$ cat config.mk
export PLATFORM = sky130hd
export DESIGN_NAME = mac_normalizer
export DESIGN_NICKNAME = d
export VERILOG_FILES = /design/src/rtl/mac_pkg.sv /design/src/rtl/mac_norm_shift.sv /design/src/rtl/mac_normalizer.sv
export SDC_FILE = /design/constraint.sdc
export NUM_CORES = 1
export LEC_CHECK = 0
export ABC_AREA = 1
export CELL_PAD_IN_SITES_DETAIL_PLACEMENT = 1
export CELL_PAD_IN_SITES_GLOBAL_PLACEMENT = 1
export CORE_AREA = 2 2 91 180
export CTS_BUF_LIST = sky130_fd_sc_hd__clkbuf_4 sky130_fd_sc_hd__clkbuf_8
export DETAILED_ROUTE_END_ITERATION = 10
export DIE_AREA = 0 0 93 182
export GPL_TIMING_DRIVEN = 0
export PLACE_DENSITY = 0.76
export SLEW_MARGIN = 10
export SYNTH_ARGS = -nofsm -noshare
export SYNTH_HDL_FRONTEND = slang
export SYNTH_SLANG_ARGS = --single-unit
$ cat constraint.sdc
create_clock -name clk -period 2.2 [get_ports clk]
set_input_delay 0.44 -clock clk [delete_from_list [all_inputs] [get_ports clk]]
set_output_delay 0.44 -clock clk [all_outputs]
set_load 0.01 [all_outputs]
$ cat src/rtl/mac_pkg.sv
// Shared widths and beat types for the MAC normalization stage.
// Gradual-underflow support is selected by the MAC_NORM_DENORM_EN macro.
package mac_pkg;

    localparam int MAC_EXP_W  = 8;
    localparam int MAC_MANT_W = 32;
    localparam int MAC_LZ_W   = 5;

    // Captured input beat held in the first pipeline stage
    typedef struct packed {
        logic                  sign;
        logic [MAC_EXP_W-1:0]  exp;
        logic [MAC_MANT_W-1:0] mant;
        logic [MAC_LZ_W-1:0]   lz;
        logic                  zero;
    } raw_beat_t;

    // Normalized result beat presented on the output
    typedef struct packed {
        logic                  sign;
        logic [MAC_EXP_W-1:0]  exp;
        logic [MAC_MANT_W-1:0] mant;
        logic                  zero;
        logic                  uflow;
    } norm_beat_t;

endpackage

$ cat src/rtl/mac_norm_shift.sv
// Combinational normalize/adjust of one captured beat.
// MAC_NORM_DENORM_EN selects gradual underflow; otherwise underflow flushes to zero.
module mac_norm_shift
    import mac_pkg::*;
(
    input  logic                  sign,
    input  logic [MAC_EXP_W-1:0]  exp,
    input  logic [MAC_MANT_W-1:0] mant,
    input  logic [MAC_LZ_W-1:0]   lz,
    input  logic                  zero,
    output norm_beat_t            beat
);

    localparam logic [MAC_EXP_W-1:0] EXP_ONE = {{(MAC_EXP_W-1){1'b0}}, 1'b1};

    logic [MAC_EXP_W:0]   diff_s;
    logic                 uflow_s;
    logic [MAC_LZ_W-1:0]  dn_shift_s;

    // Exponent adjust, underflow detection and mantissa shift
    always_comb begin
        diff_s     = {1'b0, exp} - {{(MAC_EXP_W+1-MAC_LZ_W){1'b0}}, lz};
        // A borrow or a zero result both land on the reserved exponent 0.
        uflow_s    = diff_s[MAC_EXP_W] | (diff_s[MAC_EXP_W-1:0] == {MAC_EXP_W{1'b0}});
        // Only reached when exp <= lz, so exp-1 always fits the shift width.
        dn_shift_s = (exp == {MAC_EXP_W{1'b0}}) ? {MAC_LZ_W{1'b0}}
                                                : MAC_LZ_W'(exp - EXP_ONE);

        beat       = '0;
        beat.sign  = sign;
        if (zero) begin
            beat.zero = 1'b1;
        end else if (uflow_s) begin
            beat.uflow = 1'b1;
`ifdef MAC_NORM_DENORM_EN
            beat.mant  = mant << dn_shift_s;
`else
            beat.zero  = 1'b1;
`endif
        end else begin
            beat.mant = mant << lz;
            beat.exp  = diff_s[MAC_EXP_W-1:0];
        end
    end

endmodule

$ cat src/rtl/mac_normalizer.sv
// Two-stage valid/ready normalization pipeline following the leading-zero detector.
// Build option MAC_NORM_DENORM_EN enables gradual underflow instead of flush-to-zero.
module mac_normalizer
    import mac_pkg::*;
#(
    parameter int EXP_W  = 8,
    parameter int MANT_W = 32
) (
    input  logic              clk,
    input  logic              rst_n,
    input  logic              in_valid,
    output logic              in_ready,
    input  logic              in_sign,
    input  logic [EXP_W-1:0]  in_exp,
    input  logic [MANT_W-1:0] in_mant,
    input  logic [4:0]        in_lz,
    input  logic              in_zero,
    output logic              out_valid,
    input  logic              out_ready,
    output logic              out_sign,
    output logic [EXP_W-1:0]  out_exp,
    output logic [MANT_W-1:0] out_mant,
    output logic              out_zero,
    output logic              out_uflow
);

    logic       s1_valid_q, s1_valid_d;
    raw_beat_t  s1_q, s1_d;
    logic       out_valid_q, out_valid_d;
    norm_beat_t out_q, out_d;

    logic       s2_adv_s;
    logic       in_fire_s;
    norm_beat_t shift_beat_s;

    mac_norm_shift u_shift (
        .sign (s1_q.sign),
        .exp  (s1_q.exp),
        .mant (s1_q.mant),
        .lz   (s1_q.lz),
        .zero (s1_q.zero),
        .beat (shift_beat_s)
    );

    // Handshake: in_ready depends on out_ready and state only, never on in_valid
    always_comb begin
        s2_adv_s  = s1_valid_q && (!out_valid_q || out_ready);
        in_ready  = !s1_valid_q || s2_adv_s;
        in_fire_s = in_valid && in_ready;
    end

    // Next-state for both stages
    always_comb begin
        s1_valid_d  = s1_valid_q;
        s1_d        = s1_q;
        out_valid_d = out_valid_q;
        out_d       = out_q;

        if (in_fire_s) begin
            s1_valid_d = 1'b1;
            s1_d.sign  = in_sign;
            s1_d.exp   = in_exp;
            s1_d.mant  = in_mant;
            s1_d.lz    = in_lz;
            s1_d.zero  = in_zero;
        end else if (s2_adv_s) begin
            s1_valid_d = 1'b0;
        end else begin
            s1_valid_d = s1_valid_q;
        end

        if (s2_adv_s) begin
            out_valid_d = 1'b1;
            out_d       = shift_beat_s;
        end else if (out_ready) begin
            out_valid_d = 1'b0;
        end else begin
            out_valid_d = out_valid_q;
        end
    end

    // Pipeline state registers
    always_ff @(posedge clk or negedge rst_n) begin
        if (!rst_n) begin
            s1_valid_q  <= 1'b0;
            s1_q        <= '0;
            out_valid_q <= 1'b0;
            out_q       <= '0;
        end else begin
            s1_valid_q  <= s1_valid_d;
            s1_q        <= s1_d;
            out_valid_q <= out_valid_d;
            out_q       <= out_d;
        end
    end

    assign out_valid = out_valid_q;
    assign out_sign  = out_q.sign;
    assign out_exp   = out_q.exp;
    assign out_mant  = out_q.mant;
    assign out_zero  = out_q.zero;
    assign out_uflow = out_q.uflow;

endmodule

# After elaboration in Yosys (flattened, before gate mapping)

Cells that the tools add are included.

Add/subtract/negate cells: 1
Shift operators: 1
Muxes and demuxes: 9
Bitwise gates (word level): 1
Reductions and logical operators: 9

Operators by type and width:

| cell                                          | count |
|---|---|
| 40-bit 2-to-1 mux                             | 2 |
| 32-bit by 5-bit << shifter with 32-bit output | 1 |
| 8-bit by 5-bit subtractor with 9-bit output   | 1 |
| 8-bit logical NOT                             | 1 |
| 1-bit 2-to-1 mux                              | 6 |
| 2-bit nonzero test                            | 2 |
| 1-bit logical AND                             | 2 |
| 1-bit logical NOT                             | 2 |
| 1-bit logical OR                              | 2 |
| 2-bit 2-to-1 mux                              | 1 |
| 1-bit OR                                      | 1 |

Register bits after elaboration: 92
Input bits: 51
Output and inout bits: 45

# Logic depth before layout (Yosys ltp)

Word-level depth: 6
Mapped depth: 18
Depth with buffers taken out: 16

# By module

A second synthesis with hierarchy kept.

Cells, all modules: 903
Area total of the unflattened synthesis: 5931.9 µm²

Modules (own cells, without submodules):

| module         | instances | cells an instance | area each (µm²) | sequential area each (µm²) |
|---|---|---|---|---|
| mac_normalizer | 1         | 397               | 3634.7          | 2302.2 |
| mac_norm_shift | 1         | 506               | 2297.2          | 0.0 |

# Worst setup path before layout

OpenSTA, ideal clock, no wires.

Path type: reg2reg
Start point: register s1_q[2] (netlist bit)
End point: register out_q, in the netlist out_mant[28]
Data arrival time: 2327 ps
Required time: 2083 ps
Slack: -244 ps
Stages on the path, launching flop included: 14
Path buffers: 2
Cells stage by stage: dfrtp_1 > inv_2 > clkbuf_1 > fa_1 > or2_2 > nor2_1 > nand2_1 > nor2_1 > nand2_1 > nor2_2 > nor2_4 > buf_6 > nand3_1 > nand2_1

Word-level cells in the longest chain between the ends: 5
Elaborated cells between the ends (all ways): 6
Classes of those cells: add/sub: 1; shift: 1; mux: 2; bitwise: 1; reduce/logical: 1

Ends and longest elaborated chain:

| what                                        | line                 | source |
|---|---|---|
| from (decl)                                 | mac_normalizer.sv:28 | `raw_beat_t s1_q, s1_d;` |
| from (signal assigned)                      | mac_normalizer.sv:86 | `s1_q <= '0;` |
| from (signal assigned)                      | mac_normalizer.sv:91 | `s1_q <= s1_d;` |
| 8-bit by 5-bit subtractor with 9-bit output | mac_norm_shift.sv:22 | `diff_s = {1'b0, exp} - {{(MAC_EXP_W+1-MAC_LZ_W){1'b0}}, lz};` |
| 8-bit logical NOT                           | mac_norm_shift.sv:24 | `uflow_s = diff_s[MAC_EXP_W] \| (diff_s[MAC_EXP_W-1:0] == {MAC_EXP_W{1'b0}});` |
| 1-bit OR                                    | mac_norm_shift.sv:24 |  |
| 40-bit 2-to-1 mux *                         | mac_norm_shift.sv:33 | `end else if (uflow_s) begin` |
| 40-bit 2-to-1 mux *                         | mac_norm_shift.sv:31 | `if (zero) begin` |
| to (signal assigned)                        | mac_normalizer.sv:93 | `out_q <= out_d;` |
| to (decl)                                   | mac_normalizer.sv:30 | `norm_beat_t out_q, out_d;` |

Mark *: on every way between the ends. The rest lies on a longest branch, timed or not.
A chain may end at the register's enable or synchronous reset.

# Final worst setup path

Start point: register s1_q[2] (netlist bit)
End point: register out_q, in the netlist out_mant[16]

The elaborated chain is that of the path after synthesis.

==> flow_summary.toml <==
[setup_path]
slowest_delay_ps = 440
cp_cell_sequence = "inv_4 > clkbuf_16 > fa_2 > nand2_1 > nand2_1 > nand3_2 > nand2_2 > nand2_2 > nand2_2 > nand2_2 > nor2_4 > nor2_4 > buf_2 > nand3_1 > nand2_1"
worst-path-stages = 15
critPathArrivalTime_ps = 2620
crit_buf_inv = 3
cp_max_fo = 7
crit_type = "flip-flop to flip-flop"
worst_r2r_path_depth = 15
cp_top_family = "simple AND/OR/NAND/NOR gates"
cpMaxStageDelayCell = "dfrtp_2"
path_common_cell = "nand2_2"
cp-end-kind = "flip-flop"
required_ps = 2540
critPathLaunchType = "flip-flop"

[power_and_ir_drop]
p_switching_mw = 2.578
p_clk_frac = 0.199
share_comb_of_total_power = 0.451
power_frac_seq = 0.350
p_per_area_mw_per_mm2 = 854.7
p_sw_frac = 0.4090
p_leak_nw = 3.437
peakVddDrop_mv = 0.4078
p_int_mw = 3.725

[sta]
clock.fmax_mhz = 438.7
slew_violations = 0
finalSetupViolations = 40
slew_headroom = 0.5919
min_period_ps = 2279
rsz0062_at_grt = "true"
worst_slack_ps = -79.41
skew_ps = 16.38
finalHoldViolCount = 0
period_share = 1.036
tightest_slew_ps = 612.2

[place]
place_congestion = 1.010
portBuffers = 95
dp_hpwl_um = 14930
placed_cell_area_mm2 = 0.006734
dp.cells = 1031

[die]
fp-row-count = 65
fp.dieH_um = 182
io_pins = 96
dieWidth_um = 93
start_util = 0.3517
die_area_mm2 = 0.01693
core_area_mm2 = 0.01562

[clock_tree]
clkSlewWorstSetupHoldPaths_ps = 110
htreeDepth = 3
cts_buffers = 9
clockBufferDepth = 2
cts.sink_count = 92
cts-root-buf = "clkbuf_8"
tritoncts = "done"
clk_latency_ps = 390

[logic_synthesis]
yosys_warnings = 0
synth_seq_cells = 92
yosysTopAreaCellShare = 0.4192
yosysTopAreaCell = "dfrtp_1"
synthTopCellsByArea = "dfrtp_1 (42%), nand3_1 (19%), nand2_1 (15%), mux2_2 (7.0%), nor2_1 (2.8%)"
ys_seq_area_frac = 0.4192
async_flop_share = 1.000
synth_edf_count = 0
synth.top_cells.by_count = "nand2_1 (215), nand3_1 (212), dfrtp_1 (92), nor2_1 (41), mux2_2 (34)"
synth_ff_type = "dfrtp_1"
synth_most_common_cell = "nand2_1"
synthesis.instances = 734
synth_fp_nets = 792
syn_avg_cell_area_um2 = 7.482
syn_area_mm2 = 0.005492
ys_types = 28

[grt]
grt_start_max_net_pins = 65
first_global_vias = 5882
track_usage = 0.2415
grt_pass1_wl_um = 31250
antenna_found_initial = 0
grt_remaining_overflow = 0

[layout]
regArea_mm2 = 0.002305
multiInputGateArea_mm2 = 0.003042
area.growth.synth_to_final_pct = 34.29
fin_cells = 1066
fill_cells = 1965
fin_area_mm2 = 0.007375
drive_above_1_share = 0.1827
insertedDiodeCount = 0
final_nets = 918

[outcome]
violations = "negative setup slack"
run_status = "complete, but fails checks"

[detailed_routing]
drtIter0Drc = 300
via_count = 5580
drc = 0
dr.pass1.iters = 5
wl_um = 19750
antenna_left = 0
vias_per_cell = 5.235
wl_per_cell_um = 18.53

[flow_run]
cap_viol_max_count = 0

[hold_path]
min_path_cells = 2
hold_path.class = "flip-flop to flip-flop"
==> through the flow <==
step	total power [mW]	setup WS (ps)	setup TNS, ps	utilization	hold WS, ps
2_1_floorplan	3.716	11.83	0	-	144.4
3_3_place_gp	4.739	-2690	-267200	0.4296	463.9
3_5_place_dp	4.793	-526.9	-22500	0.4313	397.0
4_1_cts	6.257	-61.46	-1673	0.4635	495.7
5_1_grt	6.725	-243.2	-7904	0.4723	509.5
6_report	6.303	-79.41	-1673	0.4723	482.0
==> worst register-to-register path, delay by kind of cell, from the launching register on <==
| family | cells | cell delay, ps |
|---|---|---|
| simple gates | 11 | 970 |
| flops | 1 | 440 |
| buf+inv | 3 | 410 |
| fa+ha+maj | 1 | 420 |
==> power by group through the flow <==
stage          registers [mW]  logic [mW]  clock network, mW
2_1_floorplan            2.25        1.47                  0
3_3_place_gp             2.23        2.51                  0
3_5_place_dp             2.24        2.56                  0
4_1_cts                  2.21        2.75               1.30
5_1_grt                  2.25        3.13               1.35
6_report                 2.21        2.84               1.25
==> cell usage in the layout (no fill, tap or decap), drive strengths merged <==
| cell | n |
|---|---|
| a21oi | 22 |
| buf | 45 |
| bufinv | 1 |
| clkbuf | 31 |
| clkdlybuf4s50 | 94 |
| clkinv | 4 |
| dfrtp | 92 |
| dlygate4sd3 | 1 |
| fa | 1 |
| ha | 6 |
| inv | 33 |
| mux2 | 34 |
| mux2i | 1 |
| nand2 | 219 |
| nand3 | 220 |
| nand4 | 1 |
| nor2 | 43 |
| nor3 | 2 |
| o211ai | 2 |
| o21ai | 11 |
| or2 | 1 |
| xor2 | 1 |
==> layout make-up <==
class	count	area share
multi-input combinational	564	0.4125
sequential	92	0.3125
timing repair buffer	115	0.1522
buffer	47	0.04276
tap	201	0.03410
clock buffer	9	0.01680
inverter	31	0.01629
clock inverter	7	0.01289
==> state kept, by name, indices dropped and copies added (netlist names) <==
register,flops
out_sign,1
s1_valid_q,1
out_mant,32
out_exp,8
out_valid,1
out_uflow,1
out_zero,1
s1_q,47
==> final timing paths <==
| check | slack [ps] | end | startpoint |
|---|---|---|---|
| max in group asynchronous | 1020 | s1_q[2] | rst_n |
| setup reg to reg | -80 | out_mant[16] | s1_q[2] |
| min in group asynchronous | 510 | s1_q[12] | rst_n |
| hold reg to reg | 480 | out_mant[14] | out_mant[14] |
| setup / recovery | -80 | out_mant[16] | s1_q[2] |
| hold / removal | 480 | out_mant[14] | out_mant[14] |
==> kinds of logic (layout without fill, tap and decap cells) <==
logic type / after synthesis / count (layout) / share of synthesized area
AOI/OAI and AO/OA: 35 / 35 / 0.03281
xor gates and xnor gates: 1 / 1 / 0.001595
adders and majority gates: 7 / 7 / 0.01732
buffers and inverters: 78 / 209 / 0.06288
DFF: 92 / 92 / 0.4192
muxes: 35 / 35 / 0.07154
and+or+nand+nor: 486 / 486 / 0.3946
==> timing repair <==
action / 4_1_cts / 5_1_grt
cloned: 2 / 1
hold buffers: 1 / 0
hold endpoints to repair: 28 / 0
setup endpoints to repair: 41 / 41
gates resized for setup: 39 / 30
setup buffers: 12 / 3
pin swaps: 8 / 16
==> metal layers <==
layer / vias up / GRT usage / wire length [um]
met5: - / 0 / 0
met4: 0 / 0.1265 / 980
met3: 41 / 0.02905 / 599
met2: 152 / 0.4310 / 10430
met1: 2682 / 0.2767 / 7733
li1: 2705 / - / -
Power figures use the tool's default switching activity.
